File: src/rtl/sgb_packet_tx_if.sv
// rtl/sgb_packet_tx_if.sv - buffer write port, control and joypad-line bundle for sgb_packet_tx
// Signals, named from the transmitter's point of view:
//   i_ce       GB clock enable; protocol timers advance only when high
//   i_wr       buffer write strobe
//   i_addr     buffer byte index 0..15
//   i_wdata    buffer write data
//   i_start    begin transmission (level)
//   i_abort    cancel transmission
//   o_joy_p54  [0]=P14, [1]=P15, low = asserted, idle 2'b11
//   o_busy     packet in progress
//   o_done     one-clk pulse at end of the post-packet gap
//   o_pending  next packet queued (double-buffer build only)
// Modports: master drives the controls, slave is the transmitter.
interface sgb_packet_tx_if;
  logic       i_ce;
  logic       i_wr;
  logic [3:0] i_addr;
  logic [7:0] i_wdata;
  logic       i_start;
  logic       i_abort;
  logic [1:0] o_joy_p54;
  logic       o_busy;
  logic       o_done;
  logic       o_pending;

  modport master (
    output i_ce, i_wr, i_addr, i_wdata, i_start, i_abort,
    input  o_joy_p54, o_busy, o_done, o_pending
  );

  modport slave (
    input  i_ce, i_wr, i_addr, i_wdata, i_start, i_abort,
    output o_joy_p54, o_busy, o_done, o_pending
  );
endinterface

File: src/rtl/sgb_packet_tx.sv
// rtl/sgb_packet_tx.sv - Game Boy-side SGB 16-byte command packet transmitter on P14/P15
// Sends a reset pulse (both lines low), 128 data bits LSB-first from byte 0, then a 0 stop bit,
// followed by an idle gap. Each bit is a low phase on P14 (0) or P15 (1) and a high phase.
// Ports:
//   i_clk    system clock
//   i_reset  synchronous, active-high reset
//   bus      sgb_packet_tx_if.slave (ce, write port, start/abort, joy_p54, busy/done/pending)
// Optional feature: define SGB_TX_DBUF_EN for a shadow buffer and back-to-back queued packets.
module sgb_packet_tx #(
  parameter int HOLD_CE = 2,
  parameter int RST_CE  = 4,
  parameter int GAP_CE  = 4
) (
  input  logic           i_clk,
  input  logic           i_reset,
  sgb_packet_tx_if.slave bus
);
  localparam int            TW      = 16;
  localparam logic [TW-1:0] HOLD_M1 = TW'(HOLD_CE - 1);
  localparam logic [TW-1:0] RST_M1  = TW'(RST_CE - 1);
  localparam logic [TW-1:0] GAP_M1  = TW'(GAP_CE - 1);

  typedef enum logic [2:0] {
    S_IDLE, S_RST_LO, S_RST_HI, S_BIT_LO, S_BIT_HI, S_STOP_LO, S_STOP_HI, S_GAP
  } state_t;

  state_t        r_state;
  logic [TW-1:0] r_tick;
  logic [6:0]    r_bit_cnt;
  logic [7:0]    r_byte;
  logic [1:0]    r_joy;
  logic          r_busy;
  logic          r_done;

  logic [TW-1:0] w_len_m1;
  logic          w_tick_end;
  logic          w_finish;
  logic [6:0]    w_cnt_in;
  logic [7:0]    w_fetch;
  logic          w_bit;

`ifdef SGB_TX_DBUF_EN
  logic [7:0] r_buf [2][16];
  logic       r_act;
  logic       r_pending;
  logic       w_wr_sel;

  // While a packet is on the wire, writes land in the shadow buffer.
  assign w_wr_sel = r_busy ? ~r_act : r_act;

  always_ff @(posedge i_clk) begin
    if (bus.i_wr) r_buf[w_wr_sel][bus.i_addr] <= bus.i_wdata;
  end

  assign w_fetch       = r_buf[r_act][w_cnt_in[6:3]];
  assign bus.o_pending = r_pending;
`else
  logic [7:0] r_buf [16];

  always_ff @(posedge i_clk) begin
    if (bus.i_wr && !r_busy) r_buf[bus.i_addr] <= bus.i_wdata;
  end

  assign w_fetch       = r_buf[w_cnt_in[6:3]];
  assign bus.o_pending = 1'b0;
`endif

  always_comb begin
    w_len_m1 = HOLD_M1;
    case (r_state)
      S_RST_LO: w_len_m1 = RST_M1;
      S_GAP:    w_len_m1 = GAP_M1;
      default:  ;
    endcase
  end

  assign w_tick_end = bus.i_ce && (r_tick == w_len_m1);
  // With no gap configured the packet ends straight out of the stop-bit high phase.
  assign w_finish   = (r_state == S_GAP) || ((r_state == S_STOP_HI) && (GAP_CE == 0));
  // Bit index that the next BIT_LO will present (counter advances on leaving BIT_HI).
  assign w_cnt_in   = (r_state == S_BIT_HI) ? r_bit_cnt + 7'd1 : r_bit_cnt;
  // Bit 0 of a byte comes straight from the buffer, the rest from the latched byte.
  assign w_bit      = (w_cnt_in[2:0] == 3'd0) ? w_fetch[0] : r_byte[w_cnt_in[2:0]];

  always_ff @(posedge i_clk) begin
    if (i_reset) begin
      r_state   <= S_IDLE;
      r_tick    <= '0;
      r_bit_cnt <= '0;
      r_byte    <= '0;
      r_joy     <= 2'b11;
      r_busy    <= 1'b0;
      r_done    <= 1'b0;
`ifdef SGB_TX_DBUF_EN
      r_act     <= 1'b0;
      r_pending <= 1'b0;
`endif
    end else begin
      r_done <= 1'b0;
      if (bus.i_abort) begin
        r_state <= S_IDLE;
        r_tick  <= '0;
        r_joy   <= 2'b11;
        r_busy  <= 1'b0;
`ifdef SGB_TX_DBUF_EN
        r_pending <= 1'b0;
`endif
      end else if (r_state == S_IDLE) begin
        // Start is taken only on a ce edge so the line change lands on a GB tick.
        if (bus.i_ce && bus.i_start) begin
          r_state   <= S_RST_LO;
          r_tick    <= '0;
          r_bit_cnt <= '0;
          r_joy     <= 2'b00;
          r_busy    <= 1'b1;
        end
      end else begin
`ifdef SGB_TX_DBUF_EN
        if (bus.i_start) r_pending <= 1'b1;
`endif
        if (bus.i_ce && !w_tick_end) begin
          r_tick <= r_tick + TW'(1);
        end else if (w_tick_end) begin
          r_tick <= '0;
          if (w_finish) begin
            r_done <= 1'b1;
`ifdef SGB_TX_DBUF_EN
            if (r_pending) begin
              r_pending <= 1'b0;
              r_act     <= ~r_act;
              r_state   <= S_RST_LO;
              r_bit_cnt <= '0;
              r_joy     <= 2'b00;
            end else begin
              r_state <= S_IDLE;
              r_busy  <= 1'b0;
            end
`else
            r_state <= S_IDLE;
            r_busy  <= 1'b0;
`endif
          end else begin
            case (r_state)
              S_RST_LO: begin
                r_state <= S_RST_HI;
                r_joy   <= 2'b11;
              end
              S_RST_HI, S_BIT_HI: begin
                r_bit_cnt <= w_cnt_in;
                if ((r_state == S_BIT_HI) && (r_bit_cnt == 7'd127)) begin
                  r_state <= S_STOP_LO;
                  r_joy   <= 2'b10;
                end else begin
                  r_state <= S_BIT_LO;
                  r_joy   <= w_bit ? 2'b01 : 2'b10;
                  if (w_cnt_in[2:0] == 3'd0) r_byte <= w_fetch;
                end
              end
              S_BIT_LO: begin
                r_state <= S_BIT_HI;
                r_joy   <= 2'b11;
              end
              S_STOP_LO: begin
                r_state <= S_STOP_HI;
                r_joy   <= 2'b11;
              end
              S_STOP_HI: begin
                r_state <= S_GAP;
                r_joy   <= 2'b11;
              end
              default: ;
            endcase
          end
        end
      end
    end
  end

  assign bus.o_joy_p54 = r_joy;
  assign bus.o_busy    = r_busy;
  assign bus.o_done    = r_done;
endmodule
File: src/flat_wrapper.sv
// flat-port wrapper written by rule: the top's interface ports become plain ports
module sgb_packet_tx_flat 
#(
  parameter int HOLD_CE = 2,
  parameter int RST_CE  = 4,
  parameter int GAP_CE  = 4
)
  (i_clk, i_reset, bus_i_ce, bus_i_wr, bus_i_addr, bus_i_wdata, bus_i_start, bus_i_abort, bus_o_joy_p54, bus_o_busy, bus_o_done, bus_o_pending);
  sgb_packet_tx_if bus_i ();
  input  logic i_clk;
  input  logic i_reset;
  input wire logic [$bits(bus_i.i_ce)-1:0] bus_i_ce;
  input wire logic [$bits(bus_i.i_wr)-1:0] bus_i_wr;
  input wire logic [$bits(bus_i.i_addr)-1:0] bus_i_addr;
  input wire logic [$bits(bus_i.i_wdata)-1:0] bus_i_wdata;
  input wire logic [$bits(bus_i.i_start)-1:0] bus_i_start;
  input wire logic [$bits(bus_i.i_abort)-1:0] bus_i_abort;
  output wire logic [$bits(bus_i.o_joy_p54)-1:0] bus_o_joy_p54;
  output wire logic [$bits(bus_i.o_busy)-1:0] bus_o_busy;
  output wire logic [$bits(bus_i.o_done)-1:0] bus_o_done;
  output wire logic [$bits(bus_i.o_pending)-1:0] bus_o_pending;
  assign bus_i.i_ce = bus_i_ce;
  assign bus_i.i_wr = bus_i_wr;
  assign bus_i.i_addr = bus_i_addr;
  assign bus_i.i_wdata = bus_i_wdata;
  assign bus_i.i_start = bus_i_start;
  assign bus_i.i_abort = bus_i_abort;
  assign bus_o_joy_p54 = bus_i.o_joy_p54;
  assign bus_o_busy = bus_i.o_busy;
  assign bus_o_done = bus_i.o_done;
  assign bus_o_pending = bus_i.o_pending;
  sgb_packet_tx #(.HOLD_CE(HOLD_CE), .RST_CE(RST_CE), .GAP_CE(GAP_CE)) u_core (.i_clk(i_clk), .i_reset(i_reset), .bus(bus_i));
endmodule
File: config.mk
export PLATFORM = sky130hd
export DESIGN_NAME = sgb_packet_tx_flat
export DESIGN_NICKNAME = d
export VERILOG_FILES = /design/src/rtl/sgb_packet_tx_if.sv /design/src/rtl/sgb_packet_tx.sv /design/src/flat_wrapper.sv
export SDC_FILE = /design/constraint.sdc
export NUM_CORES = 1
export LEC_CHECK = 0
export BUFFER_PORTS_ARGS = -buffer_cell sky130_fd_sc_hd__buf_2
export CAP_MARGIN = 20
export CORE_MARGIN = 2
export CORE_UTILIZATION = 49
export DETAILED_ROUTE_END_ITERATION = 7
export GPL_ROUTABILITY_DRIVEN = 0
export PLACE_DENSITY = 0.68
export SLEW_MARGIN = 20
export SYNTH_ARGS = -nofsm -noshare
export SYNTH_HDL_FRONTEND = slang
export SYNTH_SLANG_ARGS = --single-unit
File: constraint.sdc
create_clock -name i_clk -period 3.2 [get_ports i_clk]
set_input_delay 0.32 -clock i_clk [delete_from_list [all_inputs] [get_ports i_clk]]
set_output_delay 0.32 -clock i_clk [all_outputs]
set_load 0.01 [all_outputs]
==> key figures <==
GRT
  • Initial antenna violation count: 0
  • GR met1 Demand/Resource: roughly 27%
  • GR Layer Usage met2: between 30 and 40%
  • GR Util met3: around 4.9%
  • GR Overflow Total: 0
  • GRT Util Overall: 21.1%
  • Largest net degree at the start of global routing: 29
  • First-pass GRT wire length: roughly 26,000 um
  • Vias in the first global route: 4,683
  • GR peak layer: met2

Routing
  • Final wirelength: between 15,000 and 20,000 um
  • Residual DRC: 0
  • Drt first pass iters: 7
  • Vias: 4,609
  • Final ANT Viol Nets: 0
  • Starting DRC count in detailed routing: 579
  • Avg WL per Cell: 21.0 um
  • Via/cell ratio: 6.06

Critical path
  • Buf/Inv on CP: 1
  • Reg2reg start: u_core.r_state[0]
  • Worst R2R Path Depth: 9
  • Crit-path cells: or3b_1 > nor2_8 > buf_4 > mux4_2 > o221a_2 > a22oi_1 > a211oi_2 > a2111oi_1 > nor2_1
  • Reg2Reg Setup Slack: around 220 ps
  • Worst setup SP type: register
  • Crit end category: register
  • Largest fanout on the critical path: 9
  • Critical path class: register to register
  • Worst Path Arrival: around 3300 ps
  • Reg-to-Reg End: u_core.bus.o_joy_p54[1]
  • Critical path required time: around 3500 ps
  • Max incr delay on CP: between 500 and 600 ps
  • CP top delay family: compound AO/OA/AOI/OAI gates
  • Slowest library cell on the worst path: mux4_2

Pwr
  • Clk pwr share: a little under half
  • Logic pwr share: under 10%
  • Part of the power in registers: between 50 and 60%
  • Maximum VDD drop: 0.000473 V
  • Leakage Power: between 2 and 3 nW
  • Psw: around 0.94 mW
  • Sw Share: 20.9%
  • P_int: around 3.5 mW
  • Pwr dens: 532 nW/um^2

Clock tree
  • Clock sinks: ~170
  • Hold buffers post-CTS: 0
  • Clk slew on worst S/H paths: around 60 ps
  • Clk buf depth: 2
  • Worst-Skew Late Latency: ~430 ps
  • CTS tree: built
  • Clk root buf: clkbuf_16
  • # Post-CTS Setup Buffers: 0
  • H-tree depth: 4
  • Num CTS Buffers: 17

Logic synthesis
  • Share of flip-flops with an asynchronous set or reset: 0%
  • Cells after Synth: 524
  • Syn_area_per_cell: ~14 um^2
  • Syn nets: ~540
  • Ys Warns: 0
  • Synthesized area: 7380 um^2
  • Seq/Total Area, Yosys: 62.1%
  • Seq cells post-synth: about 170
  • Main synth FF type: edfxtp_1
  • Synth unique cells: 58
  • Post-synth EDFFs: ~130

Place
  • Placed instance area: between 7000 and 8000 um^2
  • Placed insts: about 730
  • Pre-CTS WS: roughly 150 ps
  • Hpwl dp: 10,700 um
  • Port bufs: 21

Final layout
  • Antenna cell count: 0
  • Multi-input logic area: roughly 2600 um^2
  • Sequential cell area: roughly 4600 um^2
  • Fill count: 1,118
  • Layout cells sized above 1: a little over 20%
  • Final non-filler cell total: roughly 760
  • Fin nets: around 600
  • Fin area: 8420 um^2
  • Area grow syn2layout: 14.1%

Timing
  • Setup tns final: 0 ps
  • Final min period: approximately 3000 ps
  • Period utilization: roughly 93%
  • Setup Viol. Count Final: 0
  • Worst hold margin: 232 ps
  • Setup WS post-layout: 219 ps
  • Final Hold Violating Endpoints: 0
  • Clock Skew: about 7.9 ps
  • Relative slew margins: about a third
  • Least-Margin Pin Slew: 1010 ps
  • Max Slew Vio Count: 0
  • RSZ-0062 raised after global routing: yes
  • Max Clock Freq: 335 MHz

Floorplan
  • Rows: between 40 and 50
  • Chip Height: 127 um
  • Num ports: 23
  • Die W: 127 um
  • Initial core utilization: between 50% and 60%
  • Die Area: approximately 16,000 um^2
  • CORE AREA: 14,600 um^2

Run
  • Max-cap violations: 0

Status
  • Status: completed

Worst hold path
  • HP Class: input pin to register
  • Hold depth: 3
  • Hold endpoint: u_core.bus.o_done
  • Min-delay src: bus_i_ce
-- metrics by stage --
stage	utilization, %	total power, mW
global route	57.5	4.62
global placement	53.4	2.49
CTS	57.5	4.51
floorplan	-	2.43
finish	57.5	4.48
detailed placement	53.4	2.49
-- routing by layer --
| metal | share of wire [%] | wire (um) | vias up |
|---|---|---|---|
| li1 | - | - | 2120 |
| met5 | 0 | 0 | - |
| met4 | 2.8 | 444 | 0 |
| met2 | 49 | 7890 | 190 |
| met1 | 42 | 6680 | 2267 |
| met3 | 6.3 | 1010 | 32 |
-- cells in the final DEF (no fill, tap or decap), types with 17 or more instances in the layout --
cell type and count:
a21oi_1 24, mux4_2 25, nor2_1 55, nand2_1 26
clkbuf_16 17, dfxtp_1 37, buf_4 27, mux2i_1 17
buf_2 21, o21ai_0 19, nand3_1 22, edfxtp_1 128
-- power groups by stage --
stage,Sequential [mW],Clock [mW],Combinational (mW)
after floorplan,2.38,0,0.0502
after global placement,2.38,0,0.105
after detailed placement,2.38,0,0.109
after CTS,2.34,2.07,0.110
after global routing,2.34,2.16,0.122
final,2.34,2.04,0.110
-- flip-flops by register name (all words and copies together) (netlist names) --
register,flops
u_core.r_bit_cnt,7
u_core.r_buf,128
u_core.r_tick,16
u_core.bus.o_done,1
u_core.bus.o_busy,1
u_core.r_state,3
u_core.r_byte,7
u_core.bus.o_joy_p54,2
-- synthesized netlist by cell type, types with 7 or more instances --
master	count	area, um^2
o21ai_0	19	95.1
xor2_1	15	131
nand4_1	7	43.8
a21oi_1	24	120
mux4_2	25	563
mux4_1	12	315
nor2_1	55	206
nand3_1	22	110
edfxtp_1	128	3840
dfxtp_1	37	741
nand2_1	26	97.6
buf_2	9	45.0
nor3_1	9	45.0
clkbuf_1	14	52.6
inv_1	10	37.5
mux2i_1	17	170
-- worst min-delay path, cell delays in order --
cell and delay [ps]:
buf_2 150, nand3_1 100, nor2_1 40
-- repair_timing --
action | 4_1_cts | 5_1_grt
endpoints found under the setup margin | 0 | 2
hold endpoints to repair | 0 | 0
gates resized for setup | 0 | 4
-- cells by family after synthesis --
kind of cell / count (synthesis) / synth area share (%)
compound gates: 80 / 6.98
other cells: 1 / 0.0508
fa+ha+maj: 2 / 0.339
buf+inv: 39 / 2.44
simple gates: 159 / 10.7
xor+xnor: 22 / 2.86
flops: 165 / 62.1
mux: 56 / 14.5
-- final cells by class --
type | count | area share, %
clock buffer | 20 | 5.30
clock inverter | 12 | 1.71
inverter | 10 | 0.446
multi-input combinational | 320 | 31.3
sequential | 165 | 54.4
tap | 184 | 2.73
timing repair buffer | 50 | 4.13
-- worst max path at each step --
stage                              from                       to  slack [ps]  depth (start not counted)
global route          u_core.r_state[0]  u_core.bus.o_joy_p54[1]         -10                          9
floorplan           u_core.r_bit_cnt[1]         u_core.r_byte[2]         120                         11
CTS                 u_core.r_bit_cnt[0]  u_core.bus.o_joy_p54[0]         150                          9
finish                u_core.r_state[0]  u_core.bus.o_joy_p54[1]         220                          9
global placement    u_core.r_bit_cnt[0]  u_core.bus.o_joy_p54[0]         260                          9
detailed placement  u_core.r_bit_cnt[0]  u_core.bus.o_joy_p54[0]         150                          9
No activity file was read; power rests on OpenSTA's default activity.
